===== config.mk =====
export PLATFORM = sky130hd
export DESIGN_NAME = timer_input_cond
export DESIGN_NICKNAME = d
export VERILOG_FILES = /design/src/rtl/timer_pkg.sv /design/src/rtl/timer_incond_ch.sv /design/src/rtl/timer_input_cond.sv
export SDC_FILE = /design/constraint.sdc
export NUM_CORES = 1
export LEC_CHECK = 0
export BUFFER_PORTS_ARGS = -buffer_cell sky130_fd_sc_hd__buf_2
export CORE_ASPECT_RATIO = 0.75
export CORE_UTILIZATION = 50
export DETAILED_ROUTE_END_ITERATION = 8
export PLACE_DENSITY_LB_ADDON = 0.08
export RECOVER_POWER = 100
export SYNTH_ARGS = -nofsm -noshare
export SYNTH_HDL_FRONTEND = slang
export SYNTH_SLANG_ARGS = --single-unit
export TNS_END_PERCENT = 5

===== constraint.sdc =====
create_clock -name clk -period 1.55 [get_ports clk]
set_input_delay 0.0775 -clock clk [delete_from_list [all_inputs] [get_ports clk]]
set_output_delay 0.0775 -clock clk [all_outputs]
set_load 0.02 [all_outputs]

===== src/rtl/timer_pkg.sv =====
// -----------------------------------------------------------------------------
// timer_pkg
// Shared definitions for the general timer's input conditioner.
//   edge_sel_e : per-channel edge selection (none / rising / falling / both)
//   SYNC_MIN / SYNC_MAX : legal range of synchroniser depth
//   edge_pulse(): decides whether a committed level change raises a pulse
// Optional feature macro used by the conditioner: TIMER_INCOND_GLITCH_CNT_EN
// -----------------------------------------------------------------------------
package timer_pkg;

  typedef enum logic [1:0] {
    EDGE_NONE = 2'b00,
    EDGE_RISE = 2'b01,
    EDGE_FALL = 2'b10,
    EDGE_BOTH = 2'b11
  } edge_sel_e;

  localparam int SYNC_MIN = 2;
  localparam int SYNC_MAX = 4;

  // Pulse decision for a commit; rising = 1 when the new filtered level is 1.
  function automatic logic edge_pulse(input edge_sel_e sel, input logic rising);
    logic hit;
    case (sel)
      EDGE_NONE: hit = 1'b0;
      EDGE_RISE: hit = rising;
      EDGE_FALL: hit = ~rising;
      EDGE_BOTH: hit = 1'b1;
      default:   hit = 1'b0;
    endcase
    return hit;
  endfunction

endpackage


===== src/rtl/timer_incond_ch.sv =====
// -----------------------------------------------------------------------------
// timer_incond_ch
// One input-conditioner channel: synchroniser, glitch filter, edge detect and
// (with TIMER_INCOND_GLITCH_CNT_EN) an 8-bit saturating glitch counter.
// Ports:
//   clk, rst     : clock, synchronous active-high reset
//   pin          : asynchronous input pin
//   filt_len     : stable-time threshold (cycles beyond the first deviation)
//   edge_sel     : which committed edges raise pulse
//   level        : filtered level (registered)
//   pulse        : one-cycle pulse on a selected committed edge (registered)
//   glitch       : one-cycle pulse when a deviation returns before commit
//   glitch_clr   : (feature) synchronous clear of glitch_cnt
//   glitch_cnt   : (feature) saturating count of glitch pulses
// -----------------------------------------------------------------------------
module timer_incond_ch
  import timer_pkg::*;
#(
  parameter int SYNC_STAGES = 2,
  parameter int FILT_W      = 8
) (
  input  logic              clk,
  input  logic              rst,
  input  logic              pin,
  input  logic [FILT_W-1:0] filt_len,
  input  edge_sel_e         edge_sel,
  output logic              level,
  output logic              pulse,
`ifdef TIMER_INCOND_GLITCH_CNT_EN
  input  logic              glitch_clr,
  output logic [7:0]        glitch_cnt,
`endif
  output logic              glitch
);

  // Out-of-range depths are clamped into the legal range rather than
  // producing a broken synchroniser.
  localparam int STAGES = (SYNC_STAGES < SYNC_MIN) ? SYNC_MIN :
                          (SYNC_STAGES > SYNC_MAX) ? SYNC_MAX : SYNC_STAGES;

  logic [STAGES-1:0] sync;
  logic [FILT_W-1:0] cnt;
  logic              s;

  assign s = sync[STAGES-1];

  // Synchroniser chain, filter counter, filtered level and edge/glitch pulses.
  always_ff @(posedge clk) begin
    if (rst) begin
      sync   <= {STAGES{1'b0}};
      cnt    <= {FILT_W{1'b0}};
      level  <= 1'b0;
      pulse  <= 1'b0;
      glitch <= 1'b0;
    end else begin
      sync <= {sync[STAGES-2:0], pin};
      if (s == level) begin
        // A non-zero count here means the deviation went away before commit.
        glitch <= (cnt != {FILT_W{1'b0}});
        cnt    <= {FILT_W{1'b0}};
        pulse  <= 1'b0;
      end else if (cnt >= filt_len) begin
        // cnt < filt_len on every increment, so cnt cannot pass all-ones.
        level  <= s;
        cnt    <= {FILT_W{1'b0}};
        pulse  <= edge_pulse(edge_sel, s);
        glitch <= 1'b0;
      end else begin
        cnt    <= cnt + {{(FILT_W-1){1'b0}}, 1'b1};
        pulse  <= 1'b0;
        glitch <= 1'b0;
      end
    end
  end

`ifdef TIMER_INCOND_GLITCH_CNT_EN
  // Saturating glitch counter; clear wins over a coincident glitch.
  always_ff @(posedge clk) begin
    if (rst) begin
      glitch_cnt <= 8'd0;
    end else if (glitch_clr) begin
      glitch_cnt <= 8'd0;
    end else if (glitch && (glitch_cnt != 8'd255)) begin
      glitch_cnt <= glitch_cnt + 8'd1;
    end else begin
      glitch_cnt <= glitch_cnt;
    end
  end
`endif

endmodule


===== src/rtl/timer_input_cond.sv =====
// -----------------------------------------------------------------------------
// timer_input_cond
// Input conditioner for the general timer's asynchronous external inputs.
// Generates NUM_CH independent timer_incond_ch channels sharing filt_len.
// Ports:
//   clk, rst   : clock, synchronous active-high reset
//   in_i       : asynchronous input pins, one per channel
//   filt_len   : shared glitch-filter threshold (quasi-static)
//   edge_sel   : bits [2c+1:2c] select edges of channel c (00/01/10/11)
//   level_o    : filtered levels
//   pulse_o    : one-cycle pulses on selected committed edges
//   glitch_o   : one-cycle pulses on rejected glitches
//   glitch_clr : (TIMER_INCOND_GLITCH_CNT_EN) clear all glitch counters
//   glitch_cnt : (TIMER_INCOND_GLITCH_CNT_EN) 8 bits per channel, saturating
// Optional feature macro: TIMER_INCOND_GLITCH_CNT_EN
// -----------------------------------------------------------------------------
module timer_input_cond
  import timer_pkg::*;
#(
  parameter int NUM_CH      = 2,
  parameter int SYNC_STAGES = 2,
  parameter int FILT_W      = 8
) (
  input  logic                clk,
  input  logic                rst,
  input  logic [NUM_CH-1:0]   in_i,
  input  logic [FILT_W-1:0]   filt_len,
  input  logic [2*NUM_CH-1:0] edge_sel,
`ifdef TIMER_INCOND_GLITCH_CNT_EN
  input  logic                glitch_clr,
  output logic [8*NUM_CH-1:0] glitch_cnt,
`endif
  output logic [NUM_CH-1:0]   level_o,
  output logic [NUM_CH-1:0]   pulse_o,
  output logic [NUM_CH-1:0]   glitch_o
);

  for (genvar c = 0; c < NUM_CH; c++) begin : g_ch
    timer_incond_ch #(
      .SYNC_STAGES (SYNC_STAGES),
      .FILT_W      (FILT_W)
    ) u_ch (
      .clk        (clk),
      .rst        (rst),
      .pin        (in_i[c]),
      .filt_len   (filt_len),
      .edge_sel   (edge_sel_e'(edge_sel[2*c +: 2])),
      .level      (level_o[c]),
      .pulse      (pulse_o[c]),
`ifdef TIMER_INCOND_GLITCH_CNT_EN
      .glitch_clr (glitch_clr),
      .glitch_cnt (glitch_cnt[8*c +: 8]),
`endif
      .glitch     (glitch_o[c])
    );
  end

endmodule


==> impl_summary.md <==
Critical path
For flop-to-flop paths, the worst setup slack is 0.006 ns. The capturing element of the worst setup path is g_ch[0].u_ch.cnt[1]$_SDFF_PP0_. STA classifies the critical path startpoint as a register. The critical path starts at g_ch[0].u_ch.cnt[1]$_SDFF_PP0_. In this run the worst path has a maximum fanout of 3. For the worst setup path, the data arrival time is 1.71 ns. The worst setup path is captured at a register. The data required time at the worst endpoint is around 1.7 ns. The worst reg2reg path endpoint is g_ch[0].u_ch.cnt[1]$_SDFF_PP0_. The worst register-to-register path begins at g_ch[0].u_ch.cnt[1]$_SDFF_PP0_. The number of cells on the worst reg-to-reg path is 6. The worst setup path is of the reg -> reg kind.

Floorplan
The die covers approximately 3100 um^2. The row count is 16. The initial utilization of the core area, before any placement, comes to between 50% and 60%. The die is slightly below 50 um tall.

The I/O pin total is 22. The die extent in x is approximately 64 um. The total core area is ~2700 um^2.

Timing
The worst clock skew on the final layout is 0.00155 ns. Static timing analysis puts the maximum clock frequency at 648 MHz. Setup repair after global routing could not meet its margin everywhere.

The final hold violation count is 0. At the pin with the least slew margin, the transition time is 0.462 ns. The headroom to the max-slew limit is between 60% and 70%.

After layout, the worst path uses 99.6% of the clock period. The final-report max-slew violation count is 0. The total negative slack for setup checks is 0 ns. The clock period minus final worst setup slack is between 1.5 and 2 ns. The final-layout worst hold slack is between 0.02 and 0.025 ns. Setup violations remaining at the end of the flow were counted as 0.

Logic synthesis
After synthesis, the largest area contributor takes up 35.9% of total cell area. dfxtp_1 takes more of the synthesized area than any other cell. The post-synth design cell area is 1450 um^2. The post-synthesis net count is around 190. Ranked by total cell area, the synthesized netlist is headed by dfxtp_1 (36%), ha_1 (17%), xor2_1 (6.0%), nor2_1 (4.1%), nand3_1 (3.4%). The sequential share of the synthesized area is 35.9%.

The average footprint of a synthesized cell is roughly 9.4 um^2. The count of unique library cells instantiated by Yosys is 29. During synthesis, Yosys emitted a total of 0 warnings. The synthesized netlist cell count is approximately 160.

The synthesis-stage register bit count is 26.

Routing
The first routing iteration left 27 violations. For this block, the routed nets add up to 2.95 mm of wire. The detail route stage leaves a number of antenna-violating nets equal to 0. Summing over every cut layer, the via total after detailed routing is about 1.1k.

The average wire length per cell after detail routing is between 10 and 15 um. The met3 wire length is between 100 and 150 um. For this block, wires on met1 add up to about 1.4 mm. After detailed routing, the number of remaining DRC violations is 0. The top routing layer in use is met4. The first TritonRoute pass finished after 4 iterations. Summed over all nets, wire length on met2 after detailed routing comes to approximately 1.4 mm. The average vias per placed instance is 5.14.

GRT
The wire length of the first global-routing pass is around 4.7 mm. After global routing the overflow that remains totals 0. Entering global routing, the biggest net connects 16 pins.

The via count of the first global-routing pass is 1084. The global-route usage over all layers is approximately 20%. The initial antenna violation count is 0.

Clock tree
The number of buffers created by CTS is 3. In this run the deepest clock path goes through 2 buffers. The buffer cell driving the clock tree root is clkbuf_8. The clock insertion delay at the later pin of the skew report is ~0.26 ns.

CTS built an H-tree with a depth of 1. The number of clock sinks seen by CTS is 26. TritonCTS built the clock tree. Clock-pin slew was measured on the worst setup and hold paths at ~0.090 ns.

Placement
After legalization and detailed placement, the total HPWL measured around 2.2 mm. Input and output buffers added on the ports amount to 21. Counting tap cells, the placed design contains a total of 218 instances.

The congestion estimate from routability-driven global placement came to roughly 0.86.

Layout
The final layout contains approximately 220 nets. The number of diodes is 0. The layout cell share with drive strength beyond 1 is between 30% and 40%.

The utilization after layout is between 60% and 70%. The area growth from synthesis to layout is 27.2%. The final cell count without fillers is roughly 220.

Run status
The run finished with clean final reports.

Power
The internal portion of the total power is roughly 1.1 mW. The analysis attributes to net switching a power of 266 uW. The clock share of power is between 40% and 50%. Net switching is between 10% and 20% of the power. The total leakage power is between 0.7 and 0.8 nW. For this design the ratio of total power to cell area is a little over 700 nW/um^2. The fraction of power consumed by combinational cells is between 8 and 9%. The worst-case IR drop observed on VDD is between 0.6 and 0.7 mV. The sequential fraction of design power is 50.7%.

Hold path
The type of the worst min-delay path is in -> reg.

Job
The count of max-cap constraint violations is 0.
[repair_timing]
action                     in CTS  in global routing
setup buffers                   0                  1
hold buffers                    0                  0
setup endpoints to repair       0                 20
resized for setup               0                 19
[sequential cells by signal, summed over array words and instances, names as in the netlist]
register          count
g_ch.u_ch.glitch      2
g_ch.u_ch.pulse       2
g_ch.u_ch.cnt        16
g_ch.u_ch.level       2
g_ch.u_ch.sync        4
[cells in the mapped netlist]
cell and number:
a31o_2 1, nor2_1 16, ha_1 20, nand4_1 2
or2_2 1, nand2b_1 2, nand2_1 3, mux2i_1 2
nor3b_2 2, nor4_1 2, nand4b_1 2, xnor2_1 4
and3_1 6, a31o_1 1, buf_4 6, nand3_1 10
o211ai_1 2, and2_4 2, a21oi_1 2, o21ai_1 4
inv_1 13, nand3_2 2, clkbuf_1 1, nor2b_1 8
a311oi_1 2, nor3_2 1, a21oi_2 2, xor2_1 10
dfxtp_1 26
[power by group through the flow]
stage	registers (mW)	clock network [mW]	logic, mW
detailed placement	0.694	0	0.0892
floorplan	0.694	0	0.0524
global route	0.680	0.595	0.122
global placement	0.694	0	0.0836
finish	0.679	0.552	0.108
CTS	0.679	0.568	0.0896
[cells in the final DEF (no fill, tap or decap), types with 3 or more instances in the layout]
| master | Yosys | final |
|---|---|---|
| and3_1 | 6 | 6 |
| buf_2 | 0 | 14 |
| buf_4 | 6 | 14 |
| clkbuf_1 | 1 | 7 |
| clkbuf_8 | 0 | 3 |
| dfxtp_1 | 26 | 21 |
| dfxtp_2 | 0 | 5 |
| ha_1 | 20 | 14 |
| ha_4 | 0 | 6 |
| inv_1 | 13 | 12 |
| nand2_1 | 3 | 3 |
| nand3_1 | 10 | 10 |
| nor2_1 | 16 | 16 |
| nor2b_1 | 8 | 6 |
| o21ai_1 | 4 | 3 |
| xnor2_1 | 4 | 4 |
| xor2_1 | 10 | 10 |
[layout make-up]
type,instances,area (um^2)
fillers,221,837
flip-flops and latches,26,527
clock inverters,1,30.0
well taps,36,45.0
multi-input cells,109,952
repair buffers,35,201
clock buffers,3,41.3
inverters,13,48.8
[metrics by stage]
stage	instance area [um^2]	power (mW)	setup WS (ns)
3_3_place_gp	1650	0.778	0.0663
3_5_place_dp	1650	0.784	0.0225
2_1_floorplan	1450	0.747	0.0302
4_1_cts	1720	1.34	0.00650
5_1_grt	1850	1.40	-0.0793
6_report	1850	1.34	0.00570
[worst min-delay path by stage]
stage,from,end,depth (start not counted)
final,in_i[1],g_ch[1].u_ch.sync[0]$_SDFF_PP0_,2
after global routing,in_i[1],g_ch[1].u_ch.sync[0]$_SDFF_PP0_,2
after CTS,in_i[1],g_ch[1].u_ch.sync[0]$_SDFF_PP0_,2
after detailed placement,in_i[1],g_ch[1].u_ch.sync[0]$_SDFF_PP0_,2
after global placement,in_i[0],g_ch[0].u_ch.sync[0]$_SDFF_PP0_,2
after floorplan,in_i[0],g_ch[0].u_ch.sync[0]$_SDFF_PP0_,1
[critical path: stages, from the launching register on]
cell,delay [ns]
dfxtp_1,0.35
ha_4,0.27
nor2b_4,0.12
o211ai_1,0.10
a31o_2,0.29
and2_4,0.16
and3_1,0.17
[metal layers]
| metal | vias to the layer above | track usage (%) |
|---|---|---|
| li1 | 591 | - |
| met1 | 527 | 26.7 |
| met2 | 24 | 31.7 |
| met3 | 4 | 5.90 |
| met4 | 0 | 2.22 |
| met5 | - | 0 |
[cells by family after synthesis]
kind of cell             count (synthesis)  share of synthesized area (%)
buffers and inverters                   20                           6.72
AO/OA/AOI/OAI                           14                           6.72
adder cells (fa/ha/maj)                 20                           17.2
flip-flops                              26                           35.9
multiplexers                             2                           1.38
AND/OR/NAND/NOR                         59                           23.6
XOR/XNOR                                14                           8.45
Power figures use the tool's default switching activity.
